### config.mk
export PLATFORM = sky130hd
export DESIGN_NAME = code_detonator_ctrl
export DESIGN_NICKNAME = d
export VERILOG_FILES = /design/src/rtl/code_detonator_ctrl_pkg.sv /design/src/rtl/code_detonator_ctrl_key_event.sv /design/src/rtl/code_detonator_ctrl.sv
export SDC_FILE = /design/constraint.sdc
export NUM_CORES = 1
export LEC_CHECK = 0
export BUFFER_PORTS_ARGS = -buffer_cell sky130_fd_sc_hd__buf_2
export CAP_MARGIN = 0
export CORE_ASPECT_RATIO = 1.4
export CORE_UTILIZATION = 40
export CTS_CLUSTER_DIAMETER = 100
export DETAILED_ROUTE_END_ITERATION = 12
export HOLD_SLACK_MARGIN = 0.02
export SKIP_LAST_GASP = 1
export SYNTH_ARGS = -nofsm -noshare
export SYNTH_HDL_FRONTEND = slang
export SYNTH_HIERARCHICAL = 1
export SYNTH_SLANG_ARGS = --single-unit
### constraint.sdc
create_clock -name clk -period 2.73 [get_ports clk]
set_clock_uncertainty 0.1 [all_clocks]
set_input_delay 0.4095 -clock clk [delete_from_list [all_inputs] [get_ports clk]]
set_output_delay 0.4095 -clock clk [all_outputs]
set_load 0.01 [all_outputs]
### src/rtl/code_detonator_ctrl_pkg.sv
// Shared types and helpers for the keypad code detonator controller.
package code_det_pkg;

   typedef enum logic [3:0] {
      ST_WAIT,
      ST_READY,
      ST_INPUT,
      ST_CHECK,
      ST_OK,
      ST_FIRE,
      ST_ERROR,
      ST_LOCK,
      ST_SETUP
   } state_e;

   localparam logic [9:0] NO_KEY = 10'h3FF;

   // Lowest active-low bit wins; callers only use the result for single-key patterns.
   function automatic logic [3:0] key_to_bcd(input logic [9:0] a);
      logic [3:0] d;
      d = 4'd0;
      for (int i = 9; i >= 0; i--) begin
         if (!a[i]) d = 4'(i);
      end
      return d;
   endfunction

endpackage

### src/rtl/code_detonator_ctrl_key_event.sv
// Keypad edge detector: one pulse per fresh single-key press, multi-key patterns rejected.
module key_event
   import code_det_pkg::*;
(
   input  logic       clk,
   input  logic       rst,
   input  logic [9:0] a_i,
   output logic       key_valid_o,
   output logic [3:0] digit_o
);

   logic [9:0] prev_q;
   logic       single_key;

   always_ff @(posedge clk or negedge rst) begin
      if (!rst) prev_q <= NO_KEY;
      else      prev_q <= a_i;
   end

   assign single_key  = ($countones(~a_i) == 1);
   assign key_valid_o = single_key && (prev_q == NO_KEY);
   assign digit_o     = key_to_bcd(a_i);

endmodule

### src/rtl/code_detonator_ctrl.sv
// Code entry / authentication / fire controller with retry lockout and runtime code change.
module code_detonator_ctrl
   import code_det_pkg::*;
#(
   parameter int                 DIGITS      = 4,
   parameter logic [4*DIGITS-1:0] INIT_CODE  = 16'h2580,
   parameter int                 MAX_TRIES   = 3,
   parameter int                 LOCK_CYCLES = 1000,
   parameter int                 FIRE_CYCLES = 50
) (
   input  logic                           clk,
   input  logic                           rst,
   input  logic                           wait_t,
   input  logic                           setup,
   input  logic                           ready,
   input  logic                           fire,
   input  logic                           sure,
   input  logic [9:0]                     A,
   output logic                           lt,
   output logic                           bt,
   output logic                           rt,
   output logic                           lb,
   output logic [3:0]                     m_disp,
   output logic [$clog2(MAX_TRIES+1)-1:0] tries_left,
   output logic                           locked
);

   localparam int CW    = 4 * DIGITS;
   localparam int NW    = $clog2(DIGITS + 1);
   localparam int TW    = $clog2(MAX_TRIES + 1);
   localparam int MAXC  = (LOCK_CYCLES > FIRE_CYCLES) ? LOCK_CYCLES : FIRE_CYCLES;
   localparam int CNTW  = $clog2(MAXC + 1);

   state_e          state_q, state_d;
   logic [CW-1:0]   code_q, code_d;
   logic [CW-1:0]   entry_q, entry_d;
   logic [NW-1:0]   count_q, count_d;
   logic [TW-1:0]   tries_q, tries_d;
   logic [CNTW-1:0] timer_q, timer_d;
   logic [3:0]      disp_q, disp_d;
   logic            lt_q, bt_q, rt_q, lb_q, locked_q;

   logic            key_valid;
   logic [3:0]      key_digit;
   logic            accept;
   logic            full;

   key_event u_key_event (
      .clk         (clk),
      .rst         (rst),
      .a_i         (A),
      .key_valid_o (key_valid),
      .digit_o     (key_digit)
   );

   assign full = (count_q == NW'(DIGITS));

   always_comb begin
      state_d = state_q;
      code_d  = code_q;
      entry_d = entry_q;
      count_d = count_q;
      tries_d = tries_q;
      timer_d = timer_q;
      disp_d  = disp_q;
      accept  = 1'b0;

      case (state_q)
         ST_WAIT: begin
            if (fire)       state_d = ST_ERROR;
            else if (ready) state_d = ST_READY;
         end
         ST_READY: begin
            if (fire || sure)   state_d = ST_ERROR;
            else if (wait_t)    state_d = ST_WAIT;
            else if (key_valid) begin
               accept  = 1'b1;
               state_d = ST_INPUT;
            end
         end
         ST_INPUT: begin
            if (fire)           state_d = ST_ERROR;
            else if (wait_t)    state_d = ST_WAIT;
            else if (sure)      state_d = full ? ST_CHECK : ST_ERROR;
            else if (key_valid) begin
               if (full) state_d = ST_ERROR;
               else      accept  = 1'b1;
            end
         end
         ST_CHECK: begin
            if (entry_q == code_q) begin
               state_d = ST_OK;
               tries_d = TW'(MAX_TRIES);
            end else begin
               tries_d = tries_q - 1'b1;
               if (tries_q <= TW'(1)) begin
                  state_d = ST_LOCK;
                  timer_d = CNTW'(LOCK_CYCLES - 1);
               end else begin
                  state_d = ST_ERROR;
               end
            end
         end
         ST_ERROR: begin
            if (wait_t) state_d = ST_WAIT;
         end
         ST_OK: begin
            if (fire) begin
               state_d = ST_FIRE;
               timer_d = CNTW'(FIRE_CYCLES - 1);
            end else if (wait_t) begin
               state_d = ST_WAIT;
            end else if (setup) begin
               state_d = ST_SETUP;
            end
         end
         ST_SETUP: begin
            if (fire || wait_t) begin
               state_d = ST_WAIT;
            end else if (sure) begin
               if (full) begin
                  code_d  = entry_q;
                  state_d = ST_WAIT;
               end else begin
                  state_d = ST_ERROR;
               end
            end else if (key_valid) begin
               if (full) state_d = ST_ERROR;
               else      accept  = 1'b1;
            end
         end
         ST_FIRE: begin
            if (timer_q == '0) state_d = ST_WAIT;
            else               timer_d = timer_q - 1'b1;
         end
         ST_LOCK: begin
            if (timer_q == '0) begin
               state_d = ST_WAIT;
               tries_d = TW'(MAX_TRIES);
            end else begin
               timer_d = timer_q - 1'b1;
            end
         end
         default: state_d = ST_WAIT;
      endcase

      // Shift in the new digit; the cast drops the oldest digit off the top.
      if (accept) begin
         entry_d = CW'({entry_q, key_digit});
         count_d = count_q + 1'b1;
         disp_d  = key_digit;
      end

      if (((state_d == ST_READY || state_d == ST_SETUP) && state_d != state_q) ||
          state_q == ST_ERROR) begin
         entry_d = '0;
         count_d = '0;
      end
   end

   always_ff @(posedge clk or negedge rst) begin
      if (!rst) begin
         state_q  <= ST_WAIT;
         code_q   <= INIT_CODE;
         entry_q  <= '0;
         count_q  <= '0;
         tries_q  <= TW'(MAX_TRIES);
         timer_q  <= '0;
         disp_q   <= 4'd0;
         lt_q     <= 1'b0;
         bt_q     <= 1'b0;
         rt_q     <= 1'b0;
         lb_q     <= 1'b0;
         locked_q <= 1'b0;
      end else begin
         state_q  <= state_d;
         code_q   <= code_d;
         entry_q  <= entry_d;
         count_q  <= count_d;
         tries_q  <= tries_d;
         timer_q  <= timer_d;
         disp_q   <= disp_d;
         lt_q     <= (state_q == ST_READY) || (state_q == ST_INPUT) || (state_q == ST_SETUP);
         bt_q     <= (state_q == ST_ERROR) || (state_q == ST_LOCK);
         rt_q     <= (state_q == ST_OK);
         lb_q     <= (state_q == ST_FIRE);
         locked_q <= (state_q == ST_LOCK);
      end
   end

   assign lt         = lt_q;
   assign bt         = bt_q;
   assign rt         = rt_q;
   assign lb         = lb_q;
   assign locked     = locked_q;
   assign m_disp     = disp_q;
   assign tries_left = tries_q;

endmodule
# After elaboration in Yosys (flattened, before gate mapping)
# Cells that the tools add are included.
# totals
register_bits	70
input_bits	17
wordCells	120
# classes
n_addsub	12
order_cmp	1
eq_ne	20
muxes	54
bitwise_logic	2
n_reduce_logical	18
# op_table
cell	count
$add 32x32->32	4
$mux 4	27
$mux 10	4
$eq 32x2->1 const B	1
$mux 16	2
$pmux 4 s8	1
$pmux 10 s3	1
$eq 16x16->1	1
$eq 4x3->1 const B	4
$mux 3	4
$add 1x1->2	5
$eq 10x10->1 const B	1
$logic_not 10->1	1
$mux 1	10
$ne 2x2->1 const B	5
$not 10->10	1
$sub 10x1->10 const B	1
$eq 4x1->1 const B	2
$eq 4x2->1 const B	2
$eq 4x4->1 const B	2
$logic_or 1x1->1	7
$mux 2	3
$reduce_and 5->1	1
$logic_not 4->1	1
other kinds (14)	16

# Longest topological paths before layout
# depth
word_depth	17
ltp_mapped	18
depth_no_buf	17

# Hierarchy
# The synthesis kept the hierarchy.
# by_module_without_submodules
module	instances	cells_per_inst	area_per_inst_um2
code_detonator_ctrl	1	310	3318.2
key_event	1	56	660.6

# Worst setup path before layout
# Ideal clock, no wire load.
# synth_timing
kind	in2reg
start	input A[4]
end	register entry_q[10]
arrival_time_ns	4.236
required_time_ns	2.490
slack_ns	-1.746
stages	17
n_path_buf	1
path_cell_list	fa_1 > inv_1 > ha_1 > inv_1 > fa_1 > inv_1 > ha_1 > fa_1 > nand4b_1 > a2111oi_2 > nand3_1 > nor3b_1 > o32ai_2 > or3b_4 > a2111oi_4 > buf_6 > nor3_2
# synth_via
elab_chain_len	17
word_cells_on_any_way	34
classes_between	add/sub (4); eq/ne (4); mux (20); bitwise (1); reduce/logical (5)
# synth_rtl
item	line_no	text
start: declaration	code_detonator_ctrl.sv:18	input logic [9:0] A,
$not 10->10 (*)	code_detonator_ctrl_key_event.sv:20	assign single_key = ($countones(~a_i) == 1);
$add 1x1->2 (implied by the code) (*)	code_detonator_ctrl_key_event.sv:20	
$add 32x32->32 (implied by the code) (*) (3 in series)	code_detonator_ctrl_key_event.sv:20	
$eq 32x2->1 (*)	code_detonator_ctrl_key_event.sv:20	
$logic_and 1x1->1 (*)	code_detonator_ctrl_key_event.sv:21	assign key_valid_o = single_key && (prev_q == NO_KEY);
named net key_valid	code_detonator_ctrl.sv:43	logic key_valid;
$mux 4	code_detonator_ctrl.sv:85	else if (key_valid) begin
$mux 4	code_detonator_ctrl.sv:84	else if (sure) state_d = full ? ST_CHECK : ST_ERROR;
$mux 4	code_detonator_ctrl.sv:83	else if (wait_t) state_d = ST_WAIT;
$mux 4	code_detonator_ctrl.sv:82	if (fire) state_d = ST_ERROR;
$pmux 4 s8 (*)	code_detonator_ctrl.sv:68	case (state_q)
named net state_d[2]	code_detonator_ctrl.sv:34	state_e state_q, state_d;
$eq 4x1->1 / $eq 4x4->1 (equally long branches)	code_detonator_ctrl.sv:154	if (((state_d == ST_READY || state_d == ST_SETUP) && state_d != state_q) ||
$logic_or 1x1->1	code_detonator_ctrl.sv:154	
$logic_and 1x1->1 (*)	code_detonator_ctrl.sv:154	
$logic_or 1x1->1 (*)	code_detonator_ctrl.sv:154	
$mux 16 / $reduce_bool 2->1 (equally long branches)	n/a	
end signal: assignment	code_detonator_ctrl.sv:178	entry_q <= entry_d;
end: declaration	code_detonator_ctrl.sv:36	logic [CW-1:0] entry_q, entry_d;
# The timed path passes the listed nets; every way through them passes the cells marked *.
# A chain may end at the register's enable or synchronous reset.

# Worst setup path in the final report
# layout_timing
start	input A[4]
end	register entry_q[3]
# Same word-level chain as after synthesis.

==> run_results.csv <==
group,metric,value,unit
detailed_routing,drcViolationCount,0,
yosys,synthesis.nets,402,
yosys,synth_area_leaders,"dfrtp_1 34%, dfstp_2 11%, mux2_2 5.9%, mux2i_1 4.8%, ha_1 4.7%",
worst_setup_path,crit_path_start_kind,"input pin",
yosys,synthCells,366,
pwr,combPwrFrac,35.9,%
detailed_routing,drtAntennaViolNets,0,
pwr,p_int,2470,uW
final_layout,layoutNonFillerInstCount,559,
pwr,power_density,789,nW/um^2
yosys,synth_most_common_cell,"dfrtp_1",
outcome,status,"complete, but fails checks",
worst_setup_path,slowest_delay,0.52,ns
grt,antenna_found_initial,0,
detailed_routing,vias_per_cell,5.31,
worst_setup_path,worstSetupStartpoint,"A[4]",
worst_setup_path,r2r-start,"timer_q[0]",
floorplanning,coreArea,9560,sq um
timing,relSlewSlack,58.3,%
clocking,clock_latency,0.34,ns
timing,hold_ws,0.194,ns
floorplanning,die-area,10400,sq um
timing,slew_viol_final,0,
worst_setup_path,required,2.88,ns
detailed_routing,post_drt_wl_per_cell,15.6,um
clocking,clock_path_buffers,2,
yosys,yosys_warnings,6,
grt,grt-ovfl-total,0,
placement,gp_congestion,0.895,
floorplanning,die_w,86.3,um
yosys,yosysSeqAreaShare,44.5,%
grt,grt_max_degree,47,
final_layout,multi_input_area,2100,sq um
outcome,violations,"negative setup slack",
clocking,numCtsBuffers,9,
final_layout,syn_to_final_growth,22.2,%
clocking,cts-root-buf,"clkbuf_16",
timing,max_freq,248,MHz
clocking,h-tree-depth,3,
worst_setup_path,cp-end-kind,"flip-flop",
pwr,p_seq_share,32.9,%
yosys,ys_seq_elements,70,
placement,hpwl,6190,um
worst_setup_path,critPathCapture,"entry_q[3]",
floorplanning,rows,42,
grt,grt_pass1_wl,14500,um
yosys,synth_commonest_cells,"54 x dfrtp_1, 28 x nand2_1, 26 x inv_1",
yosys,yosys.area.top_type,"dfrtp_1",
clocking,clk_pin_slew,0.06,ns
detailed_routing,drtIter0Drc,187,
floorplanning,ioPinCount,28,
worst_setup_path,path_class,"in2reg",
worst_hold_path,min_path_cells,2,
timing,period_share,148,%
timing,worstMarginPinSlew,0.620,ns
pwr,p_sw_share,35.7,%
floorplanning,die-height,120,um
timing,setup_viol,27,
yosys,yosysUniqueCellTypes,68,
floorplanning,initial_core_util,41.6,%
worst_setup_path,rr_endpoint,"entry_q[3]",
timing,setup_ws,-1.31,ns
detailed_routing,firstDrtPassIters,4,
pwr,p_leak,0.00241,uW
final_layout,drive_above_1_share,34.2,%
placement,dp.cells,539,
final_layout,diodes,0,
timing,hold_viol_final,0,
clocking,clock-sinks,70,
pwr,clock_power_share,31.1,%
yosys,async_flop_share,100,%
yosys,synth_ff_type,"dfrtp_1",
yosys,avgSynthCellArea,10.9,sq um
placement,port_buffers,27,
worst_setup_path,crit_chain,"buf_8 > fa_1 > inv_1 > ha_1 > inv_1 > fa_1 > inv_1 > ha_2 > fa_1 > nand4b_1 > a2111oi_4 > nand3_2 > nor3b_4 > o32ai_2 > or3b_4 > a2111oi_4 > buf_12 > nor3_1",
final_layout,layout.nets,458,
yosys,synth_edf_count,0,
grt,grt_use_total,18.5,%
timing,rsz0062_at_grt,"true",
job,max_cap_viol_count,0,
pwr,vdd_ir_drop_max,0.000460,V
worst_hold_path,hp-class,"in2reg",
worst_setup_path,crit_arrival,4.19,ns
pwr,switchingPower,1370,uW
yosys,synth_area,3980,sq um
final_layout,nFillCells,922,
worst_setup_path,crit_slowest_cell,"fa_1",
timing,fin_crit,4.04,ns
worst_setup_path,reg2reg_depth,9,
detailed_routing,via_count,2966,
worst_setup_path,rrSetupSlack,0.16,ns
clocking,cts_tree,"built",
yosys,synth_top_area_share,34.0,%
worst_setup_path,cp_max_fo,19,
final_layout,regArea,1770,sq um
grt,first_global_vias,3008,
detailed_routing,wl,8730,um
## cell type report
| type | instances | share of cell area, % |
|---|---|---|
| clock buffers | 10 | 4.91 |
| multi-input cells | 256 | 43.1 |
| repair buffers | 59 | 8.75 |
| flip-flops and latches | 70 | 36.4 |
| clock inverters | 6 | 1.41 |
| inverters | 26 | 2.01 |
| well taps | 132 | 3.40 |
## layer usage
metal	global-route usage, %	share of wire, %	up-vias
met5	0	0	-
met1	21.4	42	1469
li1	-	-	1422
met2	31.3	52	59
met4	9.17	2.3	0
met3	4.61	3.8	16
## how the worst min path moves through the flow
stage / endpoint / slack (ns) / from
5_1_grt: u_key_event/prev_q[1] / 0.19 / A[1]
3_3_place_gp: timer_q[5] / 0.35 / rst
6_report: u_key_event/prev_q[0] / 0.19 / A[0]
2_1_floorplan: bt / 0.01 / rst
4_1_cts: u_key_event/prev_q[0] / 0.18 / A[0]
3_5_place_dp: timer_q[5] / 0.35 / rst
## repair_timing
| action | in CTS | in global routing |
|---|---|---|
| hold buffers | 1 | 0 |
| setup buffers | 1 | 2 |
| gates cloned | 0 | 0 |
| endpoints found under the setup margin | 27 | 27 |
| hold endpoints to repair | 16 | 0 |
| resized for setup | 8 | 5 |
| pin swaps | 5 | 8 |
## critical path, delay by kind of cell
kind | cells | cell delay (ns)
buffers and inverters | 5 | 0.41
adders and majority gates | 5 | 1.84
and+or+nand+nor | 5 | 0.90
AOI/OAI and AO/OA | 3 | 0.62
## per-stage QoR
| step | utilization [%] | worst slack [ns] | TNS [ns] | power, uW | cell area [sq um] |
|---|---|---|---|---|---|
| 2_1_floorplan | - | -1.57 | -35.47 | 2180 | 4010 |
| 3_3_place_gp | 46.7 | -1.60 | -39.60 | 2580 | 4460 |
| 3_5_place_dp | 46.7 | -1.69 | -41.79 | 2610 | 4460 |
| 4_1_cts | 50.4 | -1.31 | -31.94 | 3840 | 4820 |
| 5_1_grt | 50.9 | -1.47 | -35.52 | 4070 | 4860 |
| 6_report | 50.9 | -1.31 | -31.82 | 3840 | 4860 |
## cells by family (layout without fill, tap and decap cells)
family	after synthesis	in the layout	share of synthesized area (%)
xor+xnor	19	19	4.18
simple gates	123	123	18.5
compound gates	55	55	10.6
mux	40	40	10.7
flops	70	70	44.5
buf+inv	40	101	4.75
fa+ha+maj	19	19	6.73
## placed cells by master (no fill, tap or decap), drive strengths merged, types with 6 or more instances in the layout
cell / netlist / final
buf: 10 / 58
dfrtp: 54 / 54
nand2: 28 / 28
inv: 26 / 27
nor3: 24 / 24
mux2: 21 / 21
mux2i: 19 / 19
xor2: 18 / 18
o21ai: 17 / 17
dfstp: 16 / 16
ha: 15 / 15
nor2: 14 / 14
nand3: 12 / 12
clkbuf: 3 / 10
nand2b: 8 / 8
nor4: 7 / 7
a21oi: 6 / 6
## state kept, by name (all words and copies together), names as in the netlist, 2 cells and up
register            cells
code_q                 16
entry_q                16
timer_q                10
u_key_event/prev_q     10
m_disp                  4
state_q                 4
count_q                 3
tries_left              2
## power groups by stage
stage / Combinational (uW) / Sequential [uW] / Clock [uW]
floorplan: 882 / 1300 / 0
global placement: 1310 / 1270 / 0
detailed placement: 1330 / 1280 / 0
CTS: 1360 / 1260 / 1220
global route: 1520 / 1280 / 1270
finish: 1380 / 1260 / 1200
No activity file was read; power rests on OpenSTA's default activity.
